`src/rtl/mem_bridge.sv`:
```
// mem_bridge: turns the multicycle controller's held read/write strobes into a
// single request/acknowledge transaction on the external memory bus, stalling
// the controller until the bus completes.
// Optional feature macro: MEM_BRIDGE_TIMEOUT_EN -- adds a REQ-state watchdog
// that abandons a transaction after TIMEOUT_CYCLES cycles without bus_ack and
// pulses bus_err. With the macro undefined, REQ waits for bus_ack forever.
//
// Handshake: the controller raises mem_read/mem_write and holds them while
// stall = 1; the transaction is complete in the cycle stall drops (DONE).
// On the bus side bus_req stays high with stable bus_we/bus_addr/bus_wdata
// until the cycle memory returns its one-cycle bus_ack; bus_rdata is sampled
// in that same cycle.
module mem_bridge #(
  parameter int TIMEOUT_CYCLES = 16
) (
  input  logic        clk,
  input  logic        rst,
  input  logic        mem_read,
  input  logic        mem_write,
  input  logic [31:0] addr,
  input  logic [31:0] wdata,
  output logic        stall,
  output logic [31:0] rdata,
  output logic        rdata_valid,
  output logic        bus_req,
  output logic        bus_we,
  output logic [31:0] bus_addr,
  output logic [31:0] bus_wdata,
  input  logic        bus_ack,
  input  logic [31:0] bus_rdata,
  output logic        bus_err,
  output logic [1:0]  o_dbg_state
);

  // The watchdog counter is 8 bits wide, so the limit must fit in it.
  if (TIMEOUT_CYCLES < 1 || TIMEOUT_CYCLES > 256) begin : g_bad_timeout
    $error("mem_bridge: TIMEOUT_CYCLES must be in 1..256");
  end

  typedef enum logic [1:0] {
    ST_IDLE = 2'd0,
    ST_REQ  = 2'd1,
    ST_DONE = 2'd2
  } state_t;

  state_t      r_state;
  state_t      w_next_state;
  logic        w_strobe;
  logic        w_start;
  logic        w_timeout;
  logic        r_we;
  logic [31:0] r_addr;
  logic [31:0] r_wdata;
  logic [31:0] r_rdata;

  assign w_strobe = mem_read | mem_write;
  assign w_start  = (r_state == ST_IDLE) && w_strobe;

`ifdef MEM_BRIDGE_TIMEOUT_EN
  localparam logic [7:0] LP_LAST_CNT = 8'(TIMEOUT_CYCLES - 1);

  logic [7:0] r_cnt;
  logic       r_timed_out;

  // Timeout fires only when no ack arrives, so a coincident ack wins.
  assign w_timeout = (r_state == ST_REQ) && !bus_ack && (r_cnt == LP_LAST_CNT);

  // Watchdog: clear on entry to REQ, count each REQ cycle without ack.
  always_ff @(posedge clk or posedge rst) begin
    if (rst) begin
      r_cnt <= 8'd0;
    end else if (w_start) begin
      r_cnt <= 8'd0;
    end else if ((r_state == ST_REQ) && !bus_ack) begin
      r_cnt <= r_cnt + 8'd1;
    end
  end

  // Remember whether the REQ -> DONE transition was caused by the watchdog.
  always_ff @(posedge clk or posedge rst) begin
    if (rst) begin
      r_timed_out <= 1'b0;
    end else if (r_state == ST_REQ) begin
      r_timed_out <= w_timeout;
    end else if (r_state == ST_DONE) begin
      r_timed_out <= 1'b0;
    end
  end
`else
  assign w_timeout = 1'b0;
`endif

  // State register.
  always_ff @(posedge clk or posedge rst) begin
    if (rst) begin
      r_state <= ST_IDLE;
    end else begin
      r_state <= w_next_state;
    end
  end

  // Next-state logic and the state-decoded outputs.
  always_comb begin
    w_next_state = r_state;
    stall        = 1'b0;
    bus_req      = 1'b0;
    rdata_valid  = 1'b0;
    bus_err      = 1'b0;
    case (r_state)
      ST_IDLE: begin
        stall = w_strobe;
        if (w_strobe) begin
          w_next_state = ST_REQ;
        end
      end
      ST_REQ: begin
        stall   = 1'b1;
        bus_req = 1'b1;
        if (bus_ack || w_timeout) begin
          w_next_state = ST_DONE;
        end
      end
      ST_DONE: begin
        rdata_valid  = !r_we;
`ifdef MEM_BRIDGE_TIMEOUT_EN
        bus_err      = r_timed_out;
`endif
        w_next_state = ST_IDLE;
      end
      default: begin
        w_next_state = ST_IDLE;
      end
    endcase
  end

  // Capture the request in IDLE so the bus side is immune to datapath changes.
  // Write wins when both strobes are high.
  always_ff @(posedge clk or posedge rst) begin
    if (rst) begin
      r_we    <= 1'b0;
      r_addr  <= 32'd0;
      r_wdata <= 32'd0;
    end else if (w_start) begin
      r_we    <= mem_write;
      r_addr  <= addr;
      r_wdata <= wdata;
    end
  end

  // Read data register: updated only by a completed or timed-out read.
  always_ff @(posedge clk or posedge rst) begin
    if (rst) begin
      r_rdata <= 32'd0;
    end else if ((r_state == ST_REQ) && !r_we) begin
      if (bus_ack) begin
        r_rdata <= bus_rdata;
      end else if (w_timeout) begin
        r_rdata <= 32'd0;
      end
    end
  end

  assign bus_we      = r_we;
  assign bus_addr    = r_addr;
  assign bus_wdata   = r_wdata;
  assign rdata       = r_rdata;
  assign o_dbg_state = r_state;

endmodule
```
`config.mk`:
```
export PLATFORM = sky130hd
export DESIGN_NAME = mem_bridge
export DESIGN_NICKNAME = d
export VERILOG_FILES = /design/src/rtl/mem_bridge.sv
export SDC_FILE = /design/constraint.sdc
export NUM_CORES = 1
export LEC_CHECK = 0
export ABC_AREA = 1
export ABC_CLOCK_PERIOD_IN_PS = 3700
export BUFFER_PORTS_ARGS = -buffer_cell sky130_fd_sc_hd__buf_2
export CAP_MARGIN = 0
export CORE_ASPECT_RATIO = 0.8
export CORE_MARGIN = 5
export CORE_UTILIZATION = 45
export DETAILED_ROUTE_END_ITERATION = 6
export PLACE_DENSITY = 0.79
export REMOVE_ABC_BUFFERS = 1
export SYNTH_ARGS = -nofsm -noshare
export SYNTH_HDL_FRONTEND = slang
export SYNTH_SLANG_ARGS = --single-unit
```
`constraint.sdc`:
```
create_clock -name clk -period 3.7 [get_ports clk]
set_clock_uncertainty 0.15 [all_clocks]
set_input_delay 0 -clock clk [delete_from_list [all_inputs] [get_ports clk]]
set_output_delay 0 -clock clk [all_outputs]
set_load 0.02 [all_outputs]
```
==> results by group <==
STA
  • F_max: 453 MHz
  • Final Hold Vio Count: 0
  • Crit path time final: 2.21 ns
  • Fin Hold WS: 0.243 ns
  • Final worst slack: 1.49 ns
  • Slew HR: 19.2%
  • Worst Tran Pin Value: 1.21 ns
  • Final period utilization: 59.7%
  • Setup TNS: 0 ns
  • Slew Viols, Final: 0
  • Final Setup Violations: 0
  • RSZ-0062 raised after global routing: no

Setup path
  • Crit path kind: reg2out
  • Setup crit end kind: primary output
  • R2r setup slk: 1.51 ns
  • Worst setup SP type: flop
  • Critical path fanouts, max: 67
  • Crit path required time: 3.55 ns
  • Critical path arrival: 2.06 ns

Logic synthesis
  • Post-synthesis cell area: 0.00396 mm2
  • Post-Synth Adder-Cell Area: 0%
  • Synth unique cells: 12
  • Yosys warning count: 0
  • Top post-synthesis cells by area: dfrtp_1 63%, nand2_1 19%, nand3_1 12%
  • Post-Synth XOR/XNOR Area: 0%
  • Synth Area in Compound Gates: 0.126%
  • Simple logic cell fraction of the synthesized area: 31.9%
  • Multiplexer share of the synthesized area: 0%
  • Number of flops mapped to enable cells by yosys: 0
  • Async SR Flop Fraction: 100%
  • Sequential area share after synthesis: 62.6%
  • Syn_area_per_cell: 9.02 um2
  • Most frequent cell after synthesis: nand2_1
  • Cells after synthesis: 439
  • Yosys top cell by area: dfrtp_1
  • Post-synth top flop: dfrtp_1
  • Top cell type's share of synthesized area: 62.6%
  • Synthesized flop and latch total: 99
  • Main combinational cell family by area after synthesis: simple AND/OR/NAND/NOR gates
  • Ranking of synthesized cells by instance count: 200 x nand2_1, 99 x dfrtp_1, 96 x nand3_1

Floorplanning
  • Die area: 0.0108 mm2
  • Rows: 30
  • CORE AREA: 0.00852 mm2
  • Die X: 115 um
  • Die height: 93.9 um
  • Initial core utilization: 46.5%
  • I/O Pins: 204

Detailed routing
  • WL final: 14.0 mm
  • DRC viols: 0
  • Detailed router's first-iteration violation count: 522
  • Drt pass-1 iters: 7
  • Final antenna-violating net count: 0
  • Vias after detailed routing: 4291
  • Post-DR vias/cell: 5.10
  • Per-cell routed wire length: 16.6 um

Final layout
  • Finished Layout Cells: 842
  • Multi-input gate area: 0.00128 mm2
  • Layout cells sized above 1: 31.4%
  • NumNets Final: 826
  • Fillcell total: 573
  • Register Area: 0.00248 mm2
  • Area Growth Syn to Fin: 55.8%
  • Number of diodes: 0

Clock network
  • CTS tree: done
  • PostCTS Resize Cnt: 0
  • CTS root buf: clkbuf_8
  • CTS Buf Count: 9
  • CTS Buffer Depth: 2
  • Clock sink count: 99
  • Later-pin clock latency in the skew report: 0.34 ns
  • H-tree depth: 3
  • Clk slew on worst S/H paths: 0.09 ns

Flow run
  • Max Cap Viol: 0

Power
  • Max rail drop VDD: 0.000505 V
  • Leak: 0.00350 uW
  • Net Sw Power: 2420 uW
  • Sw frac: 47.1%
  • Combinational share of power: 48.3%
  • Power share of the clock group: 14.1%
  • Sequential power share: 37.6%
  • Pint: 2710 uW
  • Power Density: 832 mW/mm2

Placed design
  • Worst slack at placement: 1.58 ns
  • Gpl congestion: 0.844
  • Hpwl dp: 7.82 mm
  • Placed cells: 727
  • Port Buffer Count: 202

Min path
  • Worst min path class: in2reg

GRT
  • Initial antenna violation count: 0
  • Vias in the first global route: 4280
  • Total track usage: 25.7%
  • First-pass GRT wire length: 21.8 mm
  • Largest net degree at the start of global routing: 85
  • Gr ovfl total: 0

Status
  • Outcome: finished, final reports clean
[stage by stage]
step	util, %	instance area, um2	total power [uW]
2_1_floorplan	-	3770	3320
3_3_place_gp	58.4	4970	4160
5_1_grt	72.4	6170	5450
6_report	72.4	6170	5130
3_5_place_dp	58.4	4970	4250
4_1_cts	72.4	6170	5070
[cells in the final DEF (no fill, tap or decap)]
cell,instances
clkbuf_8,10
buf_2,202
dlygate4sd3_1,99
clkinv_2,1
nor2_1,2
dfrtp_1,99
inv_1,5
bufinv_16,1
nor2_4,2
nor2_2,1
nand3_1,96
conb_1,1
nand2_2,2
buf_4,5
inv_4,1
o21ai_0,1
nand2_1,198
inv_6,4
[area by class of cell]
cell class              count  share of cell area (%)
clock buffers              10                    2.23
clock inverters             6                    1.14
inverters                   6                   0.406
multi-input cells         303                    20.8
flip-flops and latches     99                    40.1
well taps                 112                    2.27
repair buffers            306                    33.0
[state kept, by name (all words and copies together), names as in the netlist]
name and cells:
o_dbg_state 2, bus_addr 32, bus_wdata 32, bus_we 1
rdata 32
[worst max-delay path, stage by stage (launching register included)]
cell and delay, ns:
dfrtp_1 0.46, nor2_4 0.14, nand2_2 0.68, nand2_1 0.23, buf_2 0.20
[routing by layer]
layer  part of all wire, %  up-vias  GRT usage [%]
met5                     0        -              0
met4                   2.2        0           7.33
met3                    12       33           8.44
met2                    48      298           43.7
met1                    38     1998           31.3
li1                      -     1962              -
[power groups by stage]
stage	Clock [uW]	Combinational, uW	Sequential [uW]
after floorplan	0	810	2510
after global placement	0	2270	1890
after detailed placement	0	2350	1900
after CTS	754	2430	1890
after global routing	774	2690	1980
final	724	2480	1930
[repair_timing]
action / in CTS / in global routing
setup buffers: 0 / 0
hold endpoints to repair: 182 / 0
hold buffers: 99 / 0
[kinds of logic after synthesis]
group | Yosys count
simple gates | 301
other cells | 1
buf+inv | 37
flops | 99
compound gates | 1
[final timing paths]
kind,from,end,cells after the start
min in group asynchronous,rst,rdata[30]$_DFFE_PP0P_,3
min,mem_read,bus_addr[14]$_DFFE_PP0P_,6
max in group asynchronous,rst,bus_wdata[24]$_DFFE_PP0P_,4
min reg2reg,rdata[10]$_DFFE_PP0P_,rdata[10]$_DFFE_PP0P_,2
max,o_dbg_state[1]$_DFFE_PP0P_,stall,4
max reg2reg,bus_we$_DFFE_PP0P_,rdata[23]$_DFFE_PP0P_,5
(Power assumes the default switching activity.)
